<file path="src/rtl/uart_rx_core_if.sv">
`default_nettype none
// ============================================================================
// Module      : uart_rx_core_if
// Description : Interface bundle for the UART receive front end.
//               Carries the raw serial line and the deframed byte and status
//               signals that go to the bus-facing UART register block.
//   rx        : raw asynchronous serial input; idle high
//   rxdata    : last correctly framed byte, LSB received first
//   rxstrobe  : one-cycle pulse; rxdata valid and newly updated
//   frame_err : one-cycle pulse; stop bit sampled low
//   busy      : high while a frame is being received
//   master    : receiver side (uart_rx_core)
//   slave     : line driver / consumer side
// Revision    : 1.0 - initial release
// ============================================================================
interface uart_rx_core_if;
    logic       rx;
    logic [7:0] rxdata;
    logic       rxstrobe;
    logic       frame_err;
    logic       busy;

    modport master (
        input  rx,
        output rxdata,
        output rxstrobe,
        output frame_err,
        output busy
    );

    modport slave (
        output rx,
        input  rxdata,
        input  rxstrobe,
        input  frame_err,
        input  busy
    );
endinterface
`default_nettype wire

</file>
<file path="src/rtl/uart_rx_core.sv">
`default_nettype none
// ============================================================================
// Module      : uart_rx_core
// Description : UART 8N1 serial receive front end. Synchronises the raw RX
//               line, detects start edges, samples every bit mid-period and
//               deframes characters. Good bytes are presented with a
//               one-cycle strobe; a low stop bit gives a one-cycle framing
//               error pulse and the receiver then waits out the line break.
// Parameters  : DIVIDER - clock cycles per bit period (4..65535)
// Ports       : clk             - system clock, rising edge
//               rst_n           - asynchronous active-low reset
//               bus.rx          - raw serial input (idle high)
//               bus.rxdata      - last correctly framed byte
//               bus.rxstrobe    - one-cycle pulse, rxdata newly updated
//               bus.frame_err   - one-cycle pulse, stop bit sampled low
//               bus.busy        - high whenever not idle
// Revision    : 1.0 - initial release
// ============================================================================
module uart_rx_core #(
    parameter int DIVIDER = 139
) (
    input  wire logic      clk,
    input  wire logic      rst_n,
    uart_rx_core_if.master bus
);

    localparam int            CW       = (DIVIDER > 1) ? $clog2(DIVIDER) : 1;
    localparam logic [CW-1:0] C_RELOAD = CW'(DIVIDER - 1);
    localparam logic [CW-1:0] C_HALF   = CW'((DIVIDER - 1) / 2);

    typedef enum logic [2:0] {
        S_IDLE  = 3'd0,
        S_START = 3'd1,
        S_DATA  = 3'd2,
        S_STOP  = 3'd3,
        S_BREAK = 3'd4
    } state_t;

    // Line conditioning
    logic          sync1_q;
    logic          rx_s_q;
    logic          rx_prev_q;
    logic [1:0]    sync_vld_q;
    logic          armed_q;
    logic          armed_d;

    // Receiver state
    state_t        state_q,     state_d;
    logic [2:0]    bitcnt_q,    bitcnt_d;
    logic [CW-1:0] baud_q,      baud_d;
    logic [7:0]    shift_q,     shift_d;
    logic [7:0]    rxdata_q,    rxdata_d;
    logic          rxstrobe_q,  rxstrobe_d;
    logic          frame_err_q, frame_err_d;

    logic          w_start_edge;
    logic          w_sample;

    always_ff @(posedge clk or negedge rst_n) begin
        if (!rst_n) begin
            sync1_q     <= 1'b1;
            rx_s_q      <= 1'b1;
            rx_prev_q   <= 1'b1;
            sync_vld_q  <= 2'b00;
            armed_q     <= 1'b0;
            state_q     <= S_IDLE;
            bitcnt_q    <= 3'd0;
            baud_q      <= '0;
            shift_q     <= 8'h00;
            rxdata_q    <= 8'h00;
            rxstrobe_q  <= 1'b0;
            frame_err_q <= 1'b0;
        end else begin
            sync1_q     <= bus.rx;
            rx_s_q      <= sync1_q;
            rx_prev_q   <= rx_s_q;
            sync_vld_q  <= {sync_vld_q[0], 1'b1};
            armed_q     <= armed_d;
            state_q     <= state_d;
            bitcnt_q    <= bitcnt_d;
            baud_q      <= baud_d;
            shift_q     <= shift_d;
            rxdata_q    <= rxdata_d;
            rxstrobe_q  <= rxstrobe_d;
            frame_err_q <= frame_err_d;
        end
    end

    // The synchroniser comes out of reset holding 1s, so a line that is
    // still low after reset would otherwise look like a fresh falling edge.
    // Start edges are only accepted once the synchronised line (from real
    // samples, not reset values) has been seen high at least once.
    assign armed_d      = armed_q | (sync_vld_q[1] & rx_s_q);
    assign w_start_edge = armed_q & ~rx_s_q & rx_prev_q;
    assign w_sample     = (state_q != S_IDLE) && (baud_q == '0);

    always_comb begin
        state_d     = state_q;
        bitcnt_d    = bitcnt_q;
        baud_d      = baud_q;
        shift_d     = shift_q;
        rxdata_d    = rxdata_q;
        rxstrobe_d  = 1'b0;
        frame_err_d = 1'b0;

        if (state_q != S_IDLE) begin
            baud_d = w_sample ? C_RELOAD : (baud_q - CW'(1));
        end

        case (state_q)
            S_IDLE: begin
                if (w_start_edge) begin
                    state_d = S_START;
                    // Half a period puts every later sample mid-bit.
                    baud_d  = C_HALF;
                end
            end
            S_START: begin
                if (w_sample) begin
                    if (rx_s_q) begin
                        state_d = S_IDLE;
                    end else begin
                        state_d  = S_DATA;
                        bitcnt_d = 3'd0;
                    end
                end
            end
            S_DATA: begin
                if (w_sample) begin
                    // LSB arrives first: shift in from the top so the first
                    // bit ends up at bit 0 after eight samples.
                    shift_d = {rx_s_q, shift_q[7:1]};
                    if (bitcnt_q == 3'd7) begin
                        state_d = S_STOP;
                    end else begin
                        bitcnt_d = bitcnt_q + 3'd1;
                    end
                end
            end
            S_STOP: begin
                if (w_sample) begin
                    if (rx_s_q) begin
                        rxdata_d   = shift_q;
                        rxstrobe_d = 1'b1;
                        state_d    = S_IDLE;
                    end else begin
                        frame_err_d = 1'b1;
                        state_d     = S_BREAK;
                    end
                end
            end
            S_BREAK: begin
                if (rx_s_q) begin
                    state_d = S_IDLE;
                end
            end
            default: begin
                state_d = S_IDLE;
            end
        endcase
    end

    assign bus.rxdata    = rxdata_q;
    assign bus.rxstrobe  = rxstrobe_q;
    assign bus.frame_err = frame_err_q;
    assign bus.busy      = (state_q != S_IDLE);

endmodule
`default_nettype wire
</file>
<file path="src/flat_wrapper.sv">
// flat-port wrapper written by rule: the top's interface ports become plain ports
module uart_rx_core_flat 
#(
    parameter int DIVIDER = 139
)
  (clk, rst_n, bus_rx, bus_rxdata, bus_rxstrobe, bus_frame_err, bus_busy);
  uart_rx_core_if bus_i ();
  input  wire logic clk;
  input  wire logic rst_n;
  input wire logic [$bits(bus_i.rx)-1:0] bus_rx;
  output wire logic [$bits(bus_i.rxdata)-1:0] bus_rxdata;
  output wire logic [$bits(bus_i.rxstrobe)-1:0] bus_rxstrobe;
  output wire logic [$bits(bus_i.frame_err)-1:0] bus_frame_err;
  output wire logic [$bits(bus_i.busy)-1:0] bus_busy;
  assign bus_i.rx = bus_rx;
  assign bus_rxdata = bus_i.rxdata;
  assign bus_rxstrobe = bus_i.rxstrobe;
  assign bus_frame_err = bus_i.frame_err;
  assign bus_busy = bus_i.busy;
  uart_rx_core #(.DIVIDER(DIVIDER)) u_core (.clk(clk), .rst_n(rst_n), .bus(bus_i));
endmodule
</file>
<file path="config.mk">
export PLATFORM = sky130hd
export DESIGN_NAME = uart_rx_core_flat
export DESIGN_NICKNAME = d
export VERILOG_FILES = /design/src/rtl/uart_rx_core_if.sv /design/src/rtl/uart_rx_core.sv /design/src/flat_wrapper.sv
export SDC_FILE = /design/constraint.sdc
export NUM_CORES = 1
export LEC_CHECK = 0
export BUFFER_PORTS_ARGS = -buffer_cell sky130_fd_sc_hd__buf_2
export CORE_ASPECT_RATIO = 1.1
export CORE_MARGIN = 5
export CORE_UTILIZATION = 50
export CTS_CLUSTER_SIZE = 10
export DETAILED_ROUTE_END_ITERATION = 7
export GPL_ROUTABILITY_DRIVEN = 0
export MAX_ROUTING_LAYER = met4
export PLACE_DENSITY = 0.74
export SKIP_LAST_GASP = 1
export SLEW_MARGIN = 20
export SYNTH_ARGS = -nofsm -noshare
export SYNTH_HDL_FRONTEND = slang
export SYNTH_SLANG_ARGS = --single-unit
</file>
<file path="constraint.sdc">
create_clock -name clk -period 1.6 [get_ports clk]
set_input_delay 0.16 -clock clk [delete_from_list [all_inputs] [get_ports clk]]
set_output_delay 0.16 -clock clk [all_outputs]
set_load 0.03 [all_outputs]
</file>
==> results of run 1 <==
==> final timing paths <==
kind                                      start                   end  slack, ns  cells past startpoint
setup reg to reg               u_core.baud_q[1]    u_core.bitcnt_q[0]      -0.15                      6
max in group asynchronous                 rst_n        u_core.sync1_q       0.77                      3
min in group clk           u_core.sync_vld_q[0]  u_core.sync_vld_q[1]       0.36                      0
setup / recovery               u_core.baud_q[1]    u_core.bitcnt_q[0]      -0.15                      6
hold reg to reg            u_core.sync_vld_q[0]  u_core.sync_vld_q[1]       0.36                      0
hold / removal                            rst_n      u_core.baud_q[4]       0.28                      2
==> sequential cells by signal, indices dropped and copies added (netlist names) <==
signal,flops
u_core.bus.frame_err,1
u_core.sync1_q,1
u_core.bus.rxdata,8
u_core.bitcnt_q,3
u_core.armed_q,1
u_core.baud_q,8
u_core.rx_s_q,1
u_core.sync_vld_q,2
u_core.rx_prev_q,1
u_core.shift_q,8
u_core.bus.rxstrobe,1
u_core.state_q,3
==> power groups by stage <==
stage / Sequential [W] / Clock, W / Combinational [W]
final: 0.00129 / 0.000517 / 0.00105
after global routing: 0.00131 / 0.000572 / 0.00116
after CTS: 0.00127 / 0.000526 / 0.000962
after detailed placement: 0.00129 / 0 / 0.000851
after global placement: 0.00127 / 0 / 0.000810
after floorplan: 0.00126 / 0 / 0.000559
==> logic make-up after synthesis <==
group	count (synthesis)	share of synthesized area (%)
AOI/OAI and AO/OA	20	8.06
xor gates and xnor gates	2	1.04
adders and majority gates	4	2.96
buffers and inverters	8	3.48
DFF	38	56.4
muxes	18	11.9
other	1	0.222
and+or+nand+nor	41	15.9
==> metrics by stage <==
step	power (W)	instance area, um^2	instances
final	0.00285	2160	211
after CTS	0.00276	2100	210
after floorplan	0.00182	1730	132
after global placement	0.00209	1940	195
after global routing	0.00304	2160	211
after detailed placement	0.00214	1940	195
==> cells in the mapped netlist, types with 2 or more instances <==
cell / n
nor3b_1: 3
a311oi_1: 2
xor2_1: 2
inv_1: 3
a22o_1: 2
nand2_1: 5
o21ai_0: 2
dfrtp_1: 35
nor2_1: 12
ha_1: 4
nor3_4: 2
a21oi_1: 6
mux2_2: 17
nand3_1: 4
nor3_1: 2
dfstp_2: 3
buf_6: 2
==> critical path, stage by stage (launching register included) <==
cell	delay [ns]
dfrtp_1	0.41
inv_2	0.09
ha_4	0.13
nor4b_4	0.26
nand2_1	0.14
or3_4	0.36
mux2_4	0.26
==> per-layer routing <==
layer | GRT usage (%) | wire length (um) | up-vias
met5 | - | 0 | -
met1 | 20.1 | 1420 | 625
met2 | 26.9 | 1850 | 29
li1 | - | - | 557
met3 | 4.92 | 118 | 10
met4 | 7.60 | 84 | 0
==> final cells by class <==
class	count	area, um^2	share of cell area (%)
Multi-Input combinational cell	87	807	37.3
Tap cell	36	45.0	2.08
Timing Repair Buffer	38	282	13.0
Clock buffer	8	58.8	2.72
Inverter	4	16.3	0.752
Sequential cell	38	955	44.1
==> repair_timing <==
| item | CTS | global route |
|---|---|---|
| cloned | 1 | 0 |
| hold buffers | 2 | 0 |
| pin swaps | 5 | 7 |
| buffers inserted | 4 | 2 |
| resized for setup | 12 | 10 |
| endpoints found under the setup margin | 24 | 26 |
| hold endpoints to repair | 16 | 0 |
==> impl_metrics.tcl, run 1 <==
set metrics [dict create \
    die_area_um2 4650 \
    grt_pass1_wl_um 5940 \
    finalHoldViolations 0 \
    grt_max_degree 22 \
    wl_per_cell_um 16.5 \
    dp_hpwl_um 2370 \
    die_h_um 71.0 \
    violations "setup timing" \
    cts_tree "yes" \
    syn_inst 132 \
    viasPerCell 5.79 \
    grt_usage_pct 17.0 \
    fill_cells 240 \
    ant_nets 0 \
    n_antenna_cell 0 \
    yosysWarningCount 0 \
    hold_ws_ns 0.280 \
    synth.distinct_cells 43 \
    synth_area_leaders "dfrtp_1 52%, mux2_2 11%, dfstp_2 4.7%" \
    synth_top_cell_by_area "dfrtp_1" \
    syn_area_per_cell_um2 12.8 \
    ys_async_sr_fraction_pct 100 \
    tns_ns -1.28 \
    first_pass_iters 4 \
    worstSetupEndpointType "register" \
    clock-sinks 38 \
    htreeDepth 2 \
    synth_edf_count 0 \
    initial_core_util_pct 51.2 \
    leakage_nw 1.04 \
    synth-seq-cells 38 \
    cts_inserted_buffers 5 \
    maxCapViolations 0 \
    drt-initial-drc-count 23 \
    grt_setup_unrepaired "yes" \
    portBuffers 13 \
    ir_drop_uv 994 \
    grt_pass1_vias 1275 \
    grt-ovfl-total 0 \
    p_clk_share_pct 18.1 \
    p_per_area_nw_per_um2 1320 \
    wl_um 3470 \
    pre_cts_ws_ns -0.168 \
    drive_above_1_share_pct 49.7 \
    synth_top_area_share_pct 51.8 \
    syn_nets 139 \
    comb_power_share_pct 36.8 \
    coreArea_um2 3300 \
    die_width_um 65.5 \
    synth.cell_area_um2 1690 \
    internal_power_w 0.00184 \
    nNetsFinal 181 \
    period_share_pct 109 \
    setup_viol 20 \
    p_sw_share_pct 35.6 \
    cts.clk_slew.worst_paths_ns 0.11 \
    seqPwrFrac_pct 45.1 \
    clk_latency_ns 0.35 \
    final_util_pct 65.5 \
    power_switching_w 0.00102 \
    route.detailed.drc 0 \
    fin_worst_skew_ns 0.0170 \
    final_common_cell "dfrtp_1" \
    ys.flop_type "dfrtp_1" \
    clk_path_buf_depth 2 \
    worstPathMaxFanout 3 \
    rows 22 \
    antenna_found_initial 0 \
    arrival_ns 1.99 \
    worst_slack_ns -0.146 \
    maxSlewViolCount 0 \
    clock.fmax_ghz 0.573 \
    startpoint_type "register" \
    vias 1221 \
    seq_area_frac_synth_pct 56.4 \
    worst-setup-path-type "reg2reg" \
    ios 14 \
    required_ns 1.85 \
    layout_common_cells "35 x dfrtp_1, 19 x buf_4, 15 x mux2_2" \
    status "finished with violations" \
    area_delta_synth_final_pct 27.9 \
    hold_class "in2async" \
    cts_root_buffer "clkbuf_4" \
    period_needed_ns 1.75 \
]
Note: power is estimated with default switching activity, not from simulation.
==> run 2: changes to the inputs <==
Settings changed: GPL_TIMING_DRIVEN set to 0.
==> run 2 against run 1 <==
The run still ends with setup timing left. Clock skew shrank 0.0070 ns. Global-route usage shrank 0.15 points. Worst setup slack lost 0.018 ns. Via count shrank 3.6%. Die area is the same. Non-clock buffer count shrank 2. Worst hold slack gained 0.087 ns. Cell count shrank 0.95%.
==> impl_metrics.tcl, run 2 (same netlist as run 1, synthesis figures left out) <==
set metrics [dict create \
    status "finished with violations" \
    violations "setup timing" \
    viasPerCell 5.63 \
    worstPathMaxFanout 5 \
    tns_ns -1.38 \
    initial_core_util_pct 51.2 \
    p_per_area_nw_per_um2 1300 \
    cp_slowest_cell "dfrtp_1" \
    ir_drop_uv 981 \
    grt_pass1_wl_um 5860 \
    worst-setup-path-type "reg2reg" \
    route.detailed.drc 0 \
    crit_start "u_core.baud_q[1]" \
    die_h_um 71.0 \
    worst_slew_pin_slew_ns 0.815 \
    hold_ws_ns 0.367 \
    vias 1177 \
    seqCellArea_um2 957 \
    r2r_end "u_core.bus.rxdata[5]" \
    fin_worst_skew_ns 0.0100 \
    slew_headroom_pct 45.7 \
    worstSetupEndpointType "register" \
    grt_usage_pct 16.9 \
    drt-initial-drc-count 37 \
    final_common_cell "dfrtp_1" \
    drive_above_1_share_pct 49.7 \
    r2r_start "u_core.baud_q[1]" \
    die_area_um2 4650 \
    layoutNonFillerInstCount 209 \
    power_switching_w 0.000988 \
    clock.fmax_ghz 0.567 \
    fill_cells 238 \
    dp_hpwl_um 1990 \
    cts_tree "yes" \
    reg2reg_depth 7 \
    p_total_w 0.00278 \
    period_share_pct 110 \
    required_ns 1.82 \
    n_antenna_cell 0 \
    portBuffers 13 \
    rows 22 \
    area_delta_synth_final_pct 26.4 \
    p_clk_share_pct 18.2 \
    ios 14 \
    maxCapViolations 0 \
    ant_nets 0 \
    setup_viol 15 \
    grt_setup_unrepaired "yes" \
    cts_root_buffer "clkbuf_4" \
    htreeDepth 2 \
    multi_input_area_um2 792 \
    grt-ovfl-total 0 \
    seqPwrFrac_pct 46.7 \
    dpl.cell_count 181 \
    grt_max_degree 39 \
    nNetsFinal 179 \
    max_stage_delay_ns 0.41 \
    period_needed_ns 1.76 \
    arrival_ns 1.99 \
    cts.clk_slew.worst_paths_ns 0.11 \
    comb_power_share_pct 35.1 \
    crit_end "u_core.bus.rxdata[5]" \
    first_pass_iters 4 \
    hold_class "reg2reg" \
    cts_inserted_buffers 5 \
    reg2reg_slack_ns -0.16 \
    internal_power_w 0.00179 \
    final_util_pct 64.7 \
    worst_slack_ns -0.164 \
    startpoint_type "register" \
    p_sw_share_pct 35.5 \
    clock-sinks 38 \
    clk_path_buf_depth 2 \
    coreArea_um2 3300 \
    layout_common_cells "33 x dfrtp_1, 17 x buf_4, 15 x mux2_2" \
    grt_pass1_vias 1277 \
    maxSlewViolCount 0 \
    antenna_found_initial 0 \
    wl_per_cell_um 15.7 \
    die_width_um 65.5 \
    finalHoldViolations 0 \
    wl_um 3280 \
    clk_latency_ns 0.34 \
    leakage_nw 1.02 \
    crit_chain "inv_2 -> ha_4 -> nor4b_4 -> and2_1 -> buf_6 -> nand4_4 -> mux2_4" \
]
-- run 2: changes by cell type in the layout (fill, tap and decap cells not counted), sizes merged --
cell / previous run / this run
clkinv: 1 / 2
buf: 36 / 34
clkbuf: 8 / 7
-- run 2: what timing repair did --
action	CTS	global route
hold buffers	2	0
pin swaps	3	3
resized for setup	9	14
endpoints found under the hold margin	36	0
setup buffers	11	7
gates cloned	1	0
endpoints found under the setup margin	22	29
-- run 2: area by class of cell --
cell class	count	area share, %
Timing Repair Buffer	32	10.4
Sequential cell	38	44.8
Tap cell	36	2.11
Buffer	4	2.11
Clock buffer	7	2.57
Multi-Input combinational cell	87	37.0
Clock inverter	1	0.234
Inverter	4	0.761
-- run 2: worst max-delay path, delay by kind of cell (launching register included) --
kind	cells	cell delay, ns
flip-flops	1	0.41
adder cells (fa/ha/maj)	1	0.14
multiplexers	1	0.33
buffers and inverters	2	0.22
AND/OR/NAND/NOR	3	0.55
-- run 2: power by group through the flow --
stage               Clock (W)  Sequential, W  Combinational (W)
finish               0.000506        0.00130           0.000977
global route         0.000573        0.00132            0.00108
CTS                  0.000525        0.00128           0.000832
detailed placement          0        0.00129           0.000680
global placement            0        0.00128           0.000657
floorplan                   0        0.00126           0.000559
-- run 2: worst min path at each step --
| stage | from | to | slack, ns | cells past startpoint |
|---|---|---|---|---|
| floorplan | rst_n | u_core.armed_q | -0.14 | 0 |
| global placement | rst_n | u_core.sync_vld_q[0] | 0.27 | 1 |
| detailed placement | bus_rx | u_core.sync1_q | 0.27 | 1 |
| CTS | u_core.sync1_q | u_core.rx_s_q | 0.37 | 0 |
| global route | u_core.rx_s_q | u_core.rx_prev_q | 0.38 | 0 |
| finish | u_core.sync1_q | u_core.rx_s_q | 0.37 | 0 |
-- run 2: layer usage --
metal / vias to the layer above / GRT usage (%) / wire length, um
met5: - / - / 0
met4: 0 / 10.8 / 95
met3: 9 / 3.81 / 88
met2: 28 / 25.8 / 1660
met1: 582 / 20.0 / 1430
li1: 558 / - / -
-- run 2: stage by stage --
step | setup WS (ns) | cell area, um^2
after floorplan | -0.0542 | 1730
final | -0.164 | 2140
after global routing | -0.233 | 2140
after global placement | -0.192 | 1840
after detailed placement | -0.217 | 1840
after CTS | -0.141 | 2050
==> run 3: changes to the inputs <==
Settings changed: ABC_CLOCK_PERIOD_IN_PS set to 1600, SETUP_SLACK_MARGIN set to 0.02, SLEW_MARGIN 20 to 30.
==> run 3 against run 2 <==
The flow still finishes with violations (setup timing). Global-route usage is 0.069 points lower. Power grew 2.5%. Cell count up 1.9%. Non-clock buffer count up 4. Critical path depth stayed put. Largest power group unchanged. Highest routed layer unchanged.
==> impl_metrics.tcl, run 3 (same netlist as run 1, synthesis figures left out) <==
set metrics [dict create \
    worstHoldStart "u_core.sync1_q" \
    layout_common_cells "33 x dfrtp_1, 21 x buf_4, 15 x mux2_2" \
    vias 1193 \
    startpoint_type "register" \
    die_h_um 71.0 \
    leakage_nw 1.04 \
    setup_viol 21 \
    p_sw_share_pct 35.8 \
    die_area_um2 4650 \
    grt_pass1_wl_um 5870 \
    rows 22 \
    period_needed_ns 1.78 \
    area_delta_synth_final_pct 28.8 \
    wl_per_cell_um 16.0 \
    antenna_found_initial 0 \
    drive_above_1_share_pct 52.0 \
    worst_slew_pin_slew_ns 0.817 \
    worst-setup-path-type "reg2reg" \
    slew_headroom_pct 45.5 \
    worst_slack_ns -0.177 \
    ios 14 \
    die_width_um 65.5 \
    cts_inserted_buffers 5 \
    seqPwrFrac_pct 45.6 \
    viasPerCell 5.60 \
    hold_class "reg2reg" \
    power_switching_w 0.00102 \
    p_clk_share_pct 18.0 \
    clk_path_buf_depth 2 \
    p_per_area_nw_per_um2 1310 \
    wl_um 3410 \
    r2r_start "u_core.baud_q[1]" \
    ir_drop_uv 988 \
    dp_hpwl_um 1990 \
    crit_start "u_core.baud_q[1]" \
    coreArea_um2 3300 \
    ant_nets 0 \
    portBuffers 13 \
    drt-initial-drc-count 26 \
    clk_latency_ns 0.34 \
    grt_max_degree 39 \
    tns_ns -1.94 \
    hold_ws_ns 0.367 \
    grt_setup_unrepaired "yes" \
    n_antenna_cell 0 \
    clock-sinks 38 \
    required_ns 1.82 \
    final_common_cell "dfrtp_1" \
    grt_pass1_vias 1283 \
    worstSetupEndpointType "register" \
    fin_worst_skew_ns 0.0130 \
    finalHoldViolations 0 \
    maxSlewViolCount 0 \
    htreeDepth 2 \
    multi_input_area_um2 802 \
    arrival_ns 2.00 \
    clock.fmax_ghz 0.563 \
    internal_power_w 0.00183 \
    grt_usage_pct 16.8 \
    route.detailed.drc 0 \
    initial_core_util_pct 51.2 \
    violations "setup timing" \
    first_pass_iters 4 \
    grt-ovfl-total 0 \
    nNetsFinal 183 \
    reg2reg_slack_ns -0.18 \
    cts.clk_slew.worst_paths_ns 0.11 \
    p_total_w 0.00285 \
    status "finished with violations" \
    fill_cells 234 \
    comb_power_share_pct 36.4 \
    maxCapViolations 0 \
    cts_tree "yes" \
    worstPathMaxFanout 5 \
    cts_root_buffer "clkbuf_4" \
    period_share_pct 111 \
    seqCellArea_um2 957 \
]
-- run 3: area by class of cell --
class,instances,area share [%]
Buffer,4,2.07
Clock buffer,7,2.53
Clock inverter,1,0.230
Inverter,4,0.747
Multi-Input combinational cell,87,36.8
Sequential cell,38,43.9
Tap cell,36,2.07
Timing Repair Buffer,36,11.6
-- run 3: what timing repair did --
item	in CTS	in global routing
hold buffers	2	0
endpoints found under the hold margin	36	0
endpoints found under the setup margin	23	29
gates resized for setup	10	15
gates cloned	1	0
pin swaps	3	4
setup buffers	11	11
-- run 3: power by group through the flow --
stage,Combinational (W),Sequential (W),Clock (W)
2_1_floorplan,0.000559,0.00126,0
3_3_place_gp,0.000657,0.00128,0
3_5_place_dp,0.000680,0.00129,0
4_1_cts,0.000835,0.00128,0.000525
5_1_grt,0.00114,0.00132,0.000575
6_report,0.00104,0.00130,0.000512
-- run 3: final timing paths --
| kind | end | depth (start not counted) |
|---|---|---|
| setup / recovery | u_core.bus.rxdata[5] | 7 |
| hold / removal | u_core.rx_s_q | 0 |
| setup reg to reg | u_core.bus.rxdata[5] | 7 |
| hold reg to reg | u_core.rx_s_q | 0 |
| max in group asynchronous | u_core.state_q[1] | 2 |
| min in group asynchronous | u_core.baud_q[5] | 2 |
-- run 3: per-layer routing --
| layer | GRT usage [%] | wire (um) | part of all wire (%) |
|---|---|---|---|
| met1 | 19.9 | 1450 | 43 |
| met2 | 26.0 | 1720 | 51 |
| met3 | 3.81 | 115 | 3.4 |
| met4 | 10.1 | 117 | 3.4 |
| met5 | - | 0 | 0 |
-- run 3: metrics by stage --
| stage | util [%] | setup slack (ns) | instances | area (um^2) |
|---|---|---|---|---|
| global placement | 55.6 | -0.192 | 181 | 1840 |
| global route | 65.9 | -0.247 | 213 | 2180 |
| CTS | 62.2 | -0.141 | 203 | 2050 |
| floorplan | - | -0.0542 | 132 | 1730 |
| detailed placement | 55.6 | -0.217 | 181 | 1840 |
| finish | 65.9 | -0.177 | 213 | 2180 |
-- run 3: worst max-delay path, stage by stage, from the launching register on --
cell	delay [ns]
dfrtp_1	0.42
inv_2	0.09
ha_4	0.14
nor4b_4	0.24
and2_1	0.19
buf_6	0.13
nand4_4	0.13
mux2_4	0.33
